==> config.mk <==
export PLATFORM = sky130hd
export DESIGN_NAME = bit_serial_alu
export DESIGN_NICKNAME = d
export VERILOG_FILES = /design/src/rtl/alu_pkg.sv /design/src/rtl/alu_bit_slice.sv /design/src/rtl/bit_serial_alu.sv
export SDC_FILE = /design/constraint.sdc
export NUM_CORES = 1
export LEC_CHECK = 0
export ABC_AREA = 1
export CORE_UTILIZATION = 55
export CTS_CLUSTER_DIAMETER = 50
export DETAILED_ROUTE_END_ITERATION = 8
export PLACE_DENSITY = 0.83
export SYNTH_ARGS = -nofsm -noshare
export SYNTH_HDL_FRONTEND = slang
export SYNTH_SLANG_ARGS = --single-unit
==> constraint.sdc <==
create_clock -name clk -period 5.8 [get_ports clk]
set_clock_uncertainty 0.2 [all_clocks]
set_input_delay 1.16 -clock clk [delete_from_list [all_inputs] [get_ports clk]]
set_output_delay 1.16 -clock clk [all_outputs]
set_load 0.02 [all_outputs]
==> src/rtl/alu_pkg.sv <==
// Shared definitions for the bit-serial ALU: operation codes and the
// controller state type used by the top level.
package alu_pkg;

    // Operation codes presented on the op input
    localparam logic [1:0] OP_AND = 2'b00;
    localparam logic [1:0] OP_OR  = 2'b01;
    localparam logic [1:0] OP_ADD = 2'b10;
    localparam logic [1:0] OP_SLT = 2'b11;

    // Controller states: waiting, shifting bits through the slice, reporting
    typedef enum logic [1:0] {
        IDLE = 2'b00,
        RUN  = 2'b01,
        FIN  = 2'b10
    } state_t;

    // Arithmetic operations are the ones that use the carry chain
    function automatic logic is_arith(input logic [1:0] op);
        return op[1];
    endfunction

endpackage

==> src/rtl/alu_bit_slice.sv <==
// One-bit ALU slice: optional per-bit inversion of both operands, then
// AND / OR / full-adder sum / pass-through of the "less" input. The carry
// output is always the full-adder carry of the inverted operands so the
// caller can keep the chain running regardless of the selected operation.
module alu_bit_slice
    import alu_pkg::*;
(
    input  logic [1:0] i_op,
    input  logic       i_a,
    input  logic       i_b,
    input  logic       i_a_invert,
    input  logic       i_b_invert,
    input  logic       i_carry,
    input  logic       i_less,
    output logic       o_result,
    output logic       o_sum,
    output logic       o_carry
);

    logic w_a;
    logic w_b;

    assign w_a     = i_a ^ i_a_invert;
    assign w_b     = i_b ^ i_b_invert;
    assign o_sum   = w_a ^ w_b ^ i_carry;
    assign o_carry = (w_a & w_b) | (w_a & i_carry) | (w_b & i_carry);

    // Select the slice output for the requested operation
    always_comb begin
        o_result = 1'b0;
        case (i_op)
            OP_AND:  o_result = w_a & w_b;
            OP_OR:   o_result = w_a | w_b;
            OP_ADD:  o_result = o_sum;
            OP_SLT:  o_result = i_less;
            default: o_result = 1'b0;
        endcase
    end

endmodule

==> src/rtl/bit_serial_alu.sv <==
// Bit-serial ALU: processes one operand bit per clock, LSB first, through a
// single shared slice. Operands are latched and shifted right so the slice
// always sees bit 0; the partial result is shifted into a shadow register and
// only copied to the visible outputs on the last bit, so result and flags
// stay stable for the whole run.
module bit_serial_alu
    import alu_pkg::*;
#(
    parameter int WIDTH = 8
) (
    input  logic             clk,
    input  logic             rst_n,
    input  logic             start,
    input  logic [1:0]       op,
    input  logic             a_invert,
    input  logic             b_invert,
    input  logic             carry_in,
    input  logic [WIDTH-1:0] a,
    input  logic [WIDTH-1:0] b,
    output logic             busy,
    output logic             done,
    output logic [WIDTH-1:0] result,
    output logic             carry_out,
    output logic             overflow,
    output logic             zero
);

    localparam int             CW       = $clog2(WIDTH) + 1;
    localparam logic [CW-1:0]  LAST_IDX = CW'(WIDTH - 1);

    state_t           r_state;
    state_t           w_next;
    logic [WIDTH-1:0] r_a;
    logic [WIDTH-1:0] r_b;
    logic [1:0]       r_op;
    logic             r_a_invert;
    logic             r_b_invert;
    logic             r_carry;
    logic [CW-1:0]    r_idx;
    logic [WIDTH-1:0] r_shadow;
    logic [WIDTH-1:0] r_result;
    logic             r_carry_out;
    logic             r_overflow;
    logic             r_zero;

    logic             w_busy;
    logic             w_done;
    logic             w_accept;
    logic             w_last;
    logic             w_slice_result;
    logic             w_slice_sum;
    logic             w_slice_carry;
    logic             w_overflow;
    logic             w_slt_bit;
    logic [WIDTH-1:0] w_final;

    alu_bit_slice u_slice (
        .i_op       (r_op),
        .i_a        (r_a[0]),
        .i_b        (r_b[0]),
        .i_a_invert (r_a_invert),
        .i_b_invert (r_b_invert),
        .i_carry    (r_carry),
        .i_less     (1'b0),
        .o_result   (w_slice_result),
        .o_sum      (w_slice_sum),
        .o_carry    (w_slice_carry)
    );

    // A new operation can start whenever the block is not running, which
    // includes the reporting cycle so operations can run back to back.
    assign w_accept   = start && ((r_state == IDLE) || (r_state == FIN));
    assign w_last     = (r_state == RUN) && (r_idx == LAST_IDX);

    // On the MSB cycle r_carry is the carry into the MSB
    assign w_overflow = r_carry ^ w_slice_carry;
    assign w_slt_bit  = w_slice_sum ^ w_overflow;
    assign w_final    = (r_op == OP_SLT) ? {{(WIDTH-1){1'b0}}, w_slt_bit}
                                         : {w_slice_result, r_shadow[WIDTH-1:1]};

    // Controller state register
    always_ff @(posedge clk or negedge rst_n) begin
        if (!rst_n) begin
            r_state <= IDLE;
        end else begin
            r_state <= w_next;
        end
    end

    // Next-state and status decode
    always_comb begin
        w_next = r_state;
        w_busy = 1'b0;
        w_done = 1'b0;
        case (r_state)
            IDLE: begin
                if (start) begin
                    w_next = RUN;
                end
            end
            RUN: begin
                w_busy = 1'b1;
                if (w_last) begin
                    w_next = FIN;
                end
            end
            FIN: begin
                w_done = 1'b1;
                w_next = start ? RUN : IDLE;
            end
            default: begin
                w_next = IDLE;
            end
        endcase
    end

    // Operand capture, bit-serial datapath and result publication
    always_ff @(posedge clk or negedge rst_n) begin
        if (!rst_n) begin
            r_a         <= '0;
            r_b         <= '0;
            r_op        <= OP_AND;
            r_a_invert  <= 1'b0;
            r_b_invert  <= 1'b0;
            r_carry     <= 1'b0;
            r_idx       <= '0;
            r_shadow    <= '0;
            r_result    <= '0;
            r_carry_out <= 1'b0;
            r_overflow  <= 1'b0;
            r_zero      <= 1'b1;
        end else if (w_accept) begin
            r_a        <= a;
            r_b        <= b;
            r_op       <= op;
            r_a_invert <= a_invert;
            r_b_invert <= b_invert;
            r_carry    <= carry_in;
            r_idx      <= '0;
        end else if (r_state == RUN) begin
            r_a      <= {1'b0, r_a[WIDTH-1:1]};
            r_b      <= {1'b0, r_b[WIDTH-1:1]};
            r_carry  <= w_slice_carry;
            r_idx    <= r_idx + CW'(1);
            r_shadow <= {w_slice_result, r_shadow[WIDTH-1:1]};
            if (w_last) begin
                r_result    <= w_final;
                r_carry_out <= is_arith(r_op) ? w_slice_carry : 1'b0;
                r_overflow  <= is_arith(r_op) ? w_overflow : 1'b0;
                r_zero      <= (w_final == '0);
            end
        end
    end

    assign busy      = w_busy;
    assign done      = w_done;
    assign result    = r_result;
    assign carry_out = r_carry_out;
    assign overflow  = r_overflow;
    assign zero      = r_zero;

endmodule

### After elaboration in Yosys (flattened, before gate mapping)

Index checks and enable logic that the tools add are counted.

| cells by class | value |
|---|---|
| reduce and logical (&&, ||, !) cells | 10 |
| magnitude comparators | 0 |
| $add $sub $neg | 1 |
| eq/ne operators | 8 |
| bitwise gates (word level) | 13 |
| div/mod/pow operators | 0 |
| muxes and demuxes | 18 |
| shift operators | 0 |
| multiply operators | 0 |

Operator list:

| cell | count |
|---|---|
| 2-to-1 mux 8 bit | 5 |
| logical NOT 8 bit | 1 |
| 2-to-1 mux 4 bit | 2 |
| 2-to-1 mux 1 bit | 7 |
| == test 2 bit, second input constant | 3 |
| one-hot mux 2 bit (3 select lines) | 1 |
| XOR 1 bit | 6 |
| adder 4 x 1 -> 4 bit, second input constant | 1 |
| == test 2 x 1 -> 1 bit, second input constant | 2 |
| == test 4 x 3 -> 1 bit, second input constant | 1 |
| logical NOT 2 bit | 2 |
| 2-to-1 mux 2 bit | 2 |
| != test 2 bit, second input constant | 2 |
| one-hot mux 1 bit (4 select lines) | 1 |
| AND reduction 2 bit | 2 |
| AND 1 bit | 3 |
| OR 1 bit | 3 |
| AND reduction 3 bit | 1 |
| logical AND 1 bit | 2 |
| nonzero test 2 bit | 1 |
| logical OR 1 bit | 1 |
| inverter 1 bit | 1 |

| storage, ports and cells | value |
|---|---|
| latch bits | 0 |
| register bits after elaboration | 46 |
| bits in read-only memories | 0 |
| memories kept | 0 |
| output and inout port bits | 13 |
| bits in writable memories | 0 |
| logic and storage cells | 63 |

### Longest topological paths before layout

| logic depth | value |
|---|---|
| depth in word-level cells | 8 |
| mapped depth | 9 |
| gate-level depth less buffers | 9 |

### Cells and area by module

From an unflattened synthesis, not the netlist that was laid out.

| second synthesis, totals | value |
|---|---|
| cells, all modules | 243 |
| area, all modules | 2108.3 sq um |

Modules (own cells, without submodules):

| module | area each (sq um) | seq. area each (sq um) | instances | cells each |
|---|---|---|---|---|
| bit_serial_alu | 1983.2 | 1127.3 | 1 | 222 |
| alu_bit_slice | 125.1 | 0.0 | 1 | 21 |

### Worst setup path before layout

OpenSTA, ideal clock, no wires.

| path | value |
|---|---|
| path kind | register to output |
| start point | register r_state[1] |
| end point | output port busy |
| cell stages (with the launch flop) | 5 |
| data required time | 4.440 ns |
| arrival time | 0.787 ns |
| path buffers | 1 |
| slack | 3.653 ns |
| cell sequence | dfrtp_1 -> inv_1 -> nand2_2 -> inv_2 -> buf_2 |

| on the way | value |
|---|---|
| cells in the longest elaborated chain, start to end | 2 |

Ends and longest elaborated chain:

| what | line | RTL |
|---|---|---|
| start: declaration | bit_serial_alu.sv:31 | `state_t r_state;` |
| start signal: assignment | bit_serial_alu.sv:86 | `r_state <= w_next;` |
| == test 2 x 1 -> 1 bit | bit_serial_alu.sv:95 | `case (r_state)` |
| 2-to-1 mux 1 bit | bit_serial_alu.sv:95 |  |
| end: declaration | bit_serial_alu.sv:20 | `output logic busy,` |

Every way passes these cells.

### Worst setup path after layout

Ends and elaborated chain as after synthesis.

==> impl_metrics.tcl <==
set metrics [dict create \
    crit_fanout 25 \
    cts_buffer_depth 2 \
    synth_fa_ha_area_share_pct 3.82 \
    drive_gt1_share_pct 6.06 \
    worstHoldStart "overflow" \
    dr.pass1.iters 4 \
    wirelength_mm 3.59 \
    cp.arrival_ps 1880 \
    r2r_cells 8 \
    crit_buf_inv 3 \
    power_density_nw_per_um2 541 \
    die_area_um2 3930 \
    r2r-start "r_a[0]" \
    clock_sinks 45 \
    boundaryPins 37 \
    tns_ps 0 \
    synthMuxAreaShare_pct 0 \
    yosysWarnings 0 \
    nNetsFinal 292 \
    syn_avg_cell_area_um2 8.82 \
    drc 0 \
    grt_max_degree 46 \
    period_minus_slack_ps 3240 \
    crit_chain "inv_1 -> nand2_2 -> inv_2 -> clkdlybuf4s50_1" \
    area_growth_pct 21.7 \
    grt_setup_unrepaired "no" \
    relSlewSlack_pct 35.3 \
    synth_seq_cells 45 \
    dp_hpwl_mm 2.41 \
    gr-usage-all-layers_pct 21.2 \
    drtIter0Drc 65 \
    root_buffer "clkbuf_8" \
    setup_viol 0 \
    num_rows 21 \
    slowest_delay_ps 640 \
    cts_tree "built" \
    die_h_um 62.7 \
    diodes 0 \
    cts_buffers 5 \
    max-vdd-ir-drop_mv 0.297 \
    path_class "flip-flop to primary output" \
    io_buffers 36 \
    die_w_um 62.7 \
    min_delay_worst_endpoint "overflow" \
    slowest_stage "clkdlybuf4s50_1" \
    ant_nets 0 \
    wl_per_cell_um 11.6 \
    synth_area_um2 2030 \
    layout_common_cells "nand2_1 (59), dfrtp_1 (44), clkdlybuf4s50_1 (35)" \
    outcome "finished clean" \
    fmax_mhz 308 \
    ys_types 24 \
    cts_resized 0 \
    coreArea_um2 3440 \
    gp_congestion 0.866 \
    vias 1611 \
    initial_core_util_pct 58.9 \
    r2r-end "result[7]" \
    synth_top_area_share_pct 54.3 \
    overflow 0 \
    synth_top_family_by_area "simple AND/OR/NAND/NOR gates" \
    p_leak_nw 1.15 \
    final_common_cell "nand2_1" \
    synth_compound_area_share_pct 14.6 \
    grt_pass1_vias 1491 \
    crit_cells 4 \
    insertion_delay_ps 290 \
    grt_pass1_wl_mm 6.47 \
    holdWs_ps 287 \
    antenna_found_initial 0 \
    synth_xor_area_share_pct 0.864 \
    end_kind "primary output" \
    hp-class "flip-flop to flip-flop" \
    crit_path_start_kind "flip-flop" \
    crit_family "buffers and inverters" \
    synthCells 230 \
    worst_pin_slew_ps 970 \
    crit_required_ps 4440 \
    power_mw 1.34 \
    synth_top_area_cell "dfrtp_1" \
    period_share_pct 55.9 \
    cts_hold_buf 0 \
    ff2ff_setup_slack_ps 3660 \
    worstHoldPathCells 2 \
    path_clk_slew_ps 80 \
    cts_setup_buffers 0 \
    via_per_inst 5.20 \
    drv_slew 0 \
    synth-simple-area-share_pct 18.0 \
    seq_area_frac_synth_pct 55.6 \
    syn_nets 259 \
    htree_levels 2 \
    drv_cap 0 \
    synthTopCellsByArea "dfrtp_1 (54%), nand2_1 (11%), o21ai_0 (8.4%)" \
    hold_viol 0 \
]
==> cell families (layout without fill, tap and decap cells) <==
kind of cell    after synthesis  in the layout
compound gates               56             56
xor+xnor                      2              2
fa+ha+maj                     5              5
buf+inv                      32             66
flops                        45             45
simple gates                 90             90
==> worst max path at each step <==
stage,endpoint,startpoint,slack [ps]
2_1_floorplan,busy,r_state[1],3650
3_3_place_gp,busy,r_state[1],2900
3_5_place_dp,busy,r_state[1],2890
4_1_cts,busy,r_state[1],2550
5_1_grt,busy,r_state[1],2430
6_report,busy,r_state[1],2560
==> where the power goes <==
group | switching [mW] | internal, mW | leakage, nW
clock network | 0.0947 | 0.0972 | 0.0455
registers | 0.0875 | 0.457 | 0.559
logic | 0.363 | 0.235 | 0.547
total | 0.545 | 0.790 | 1.15
==> sequential cells by signal, summed over array words and instances, names as in the netlist <==
| register | flops |
|---|---|
| result | 8 |
| r_state | 2 |
| r_a_invert | 1 |
| r_b_invert | 1 |
| zero | 1 |
| r_b | 8 |
| r_idx | 4 |
| r_a | 8 |
| r_shadow | 7 |
| overflow | 1 |
| r_carry | 1 |
| r_op | 2 |
| carry_out | 1 |
==> metrics by stage <==
| stage | cell area (um2) | std cells | worst slack (ps) | utilization, % |
|---|---|---|---|---|
| floorplan | 2030 | 230 | 3650 | - |
| global placement | 2380 | 302 | 2900 | 69.1 |
| detailed placement | 2380 | 302 | 2890 | 69.1 |
| CTS | 2470 | 310 | 2550 | 71.7 |
| global route | 2470 | 310 | 2430 | 71.7 |
| finish | 2470 | 310 | 2560 | 71.7 |
==> Yosys cell counts <==
master    instances
nor2_4            1
buf_6             2
buf_2             6
nand3_1           6
inv_2             3
buf_4             1
clkbuf_1          1
xor2_1            1
o21ai_1           4
dfstp_2           1
nor3_1            1
ha_1              3
o22ai_1           4
a21oi_1          11
o21ai_0          34
xnor2_1           1
dfrtp_1          44
nand2_1          59
nand2_2           4
o211ai_1          1
fa_1              2
o221ai_1          2
nor2_1           19
inv_1            19
==> cell type report <==
class                   instances  area [um2]
well taps                      46        57.6
flip-flops and latches         45        1130
repair buffers                 36         355
multi-input cells             153         754
clock buffers                   8        90.1
fillers                       273         975
inverters                      22        82.6
==> routing by layer <==
layer / wire length [um] / track usage (%)
met3: 167 / 3.83
met4: 42 / 8.14
met2: 1690 / 35.6
met5: 0 / 0
met1: 1690 / 27.5
==> worst min-delay path, delay by kind of cell (launching register included) <==
kind | cells | cell delay [ps]
flip-flops | 1 | 350
AND/OR/NAND/NOR | 2 | 110
No activity file was read; power rests on OpenSTA's default activity.
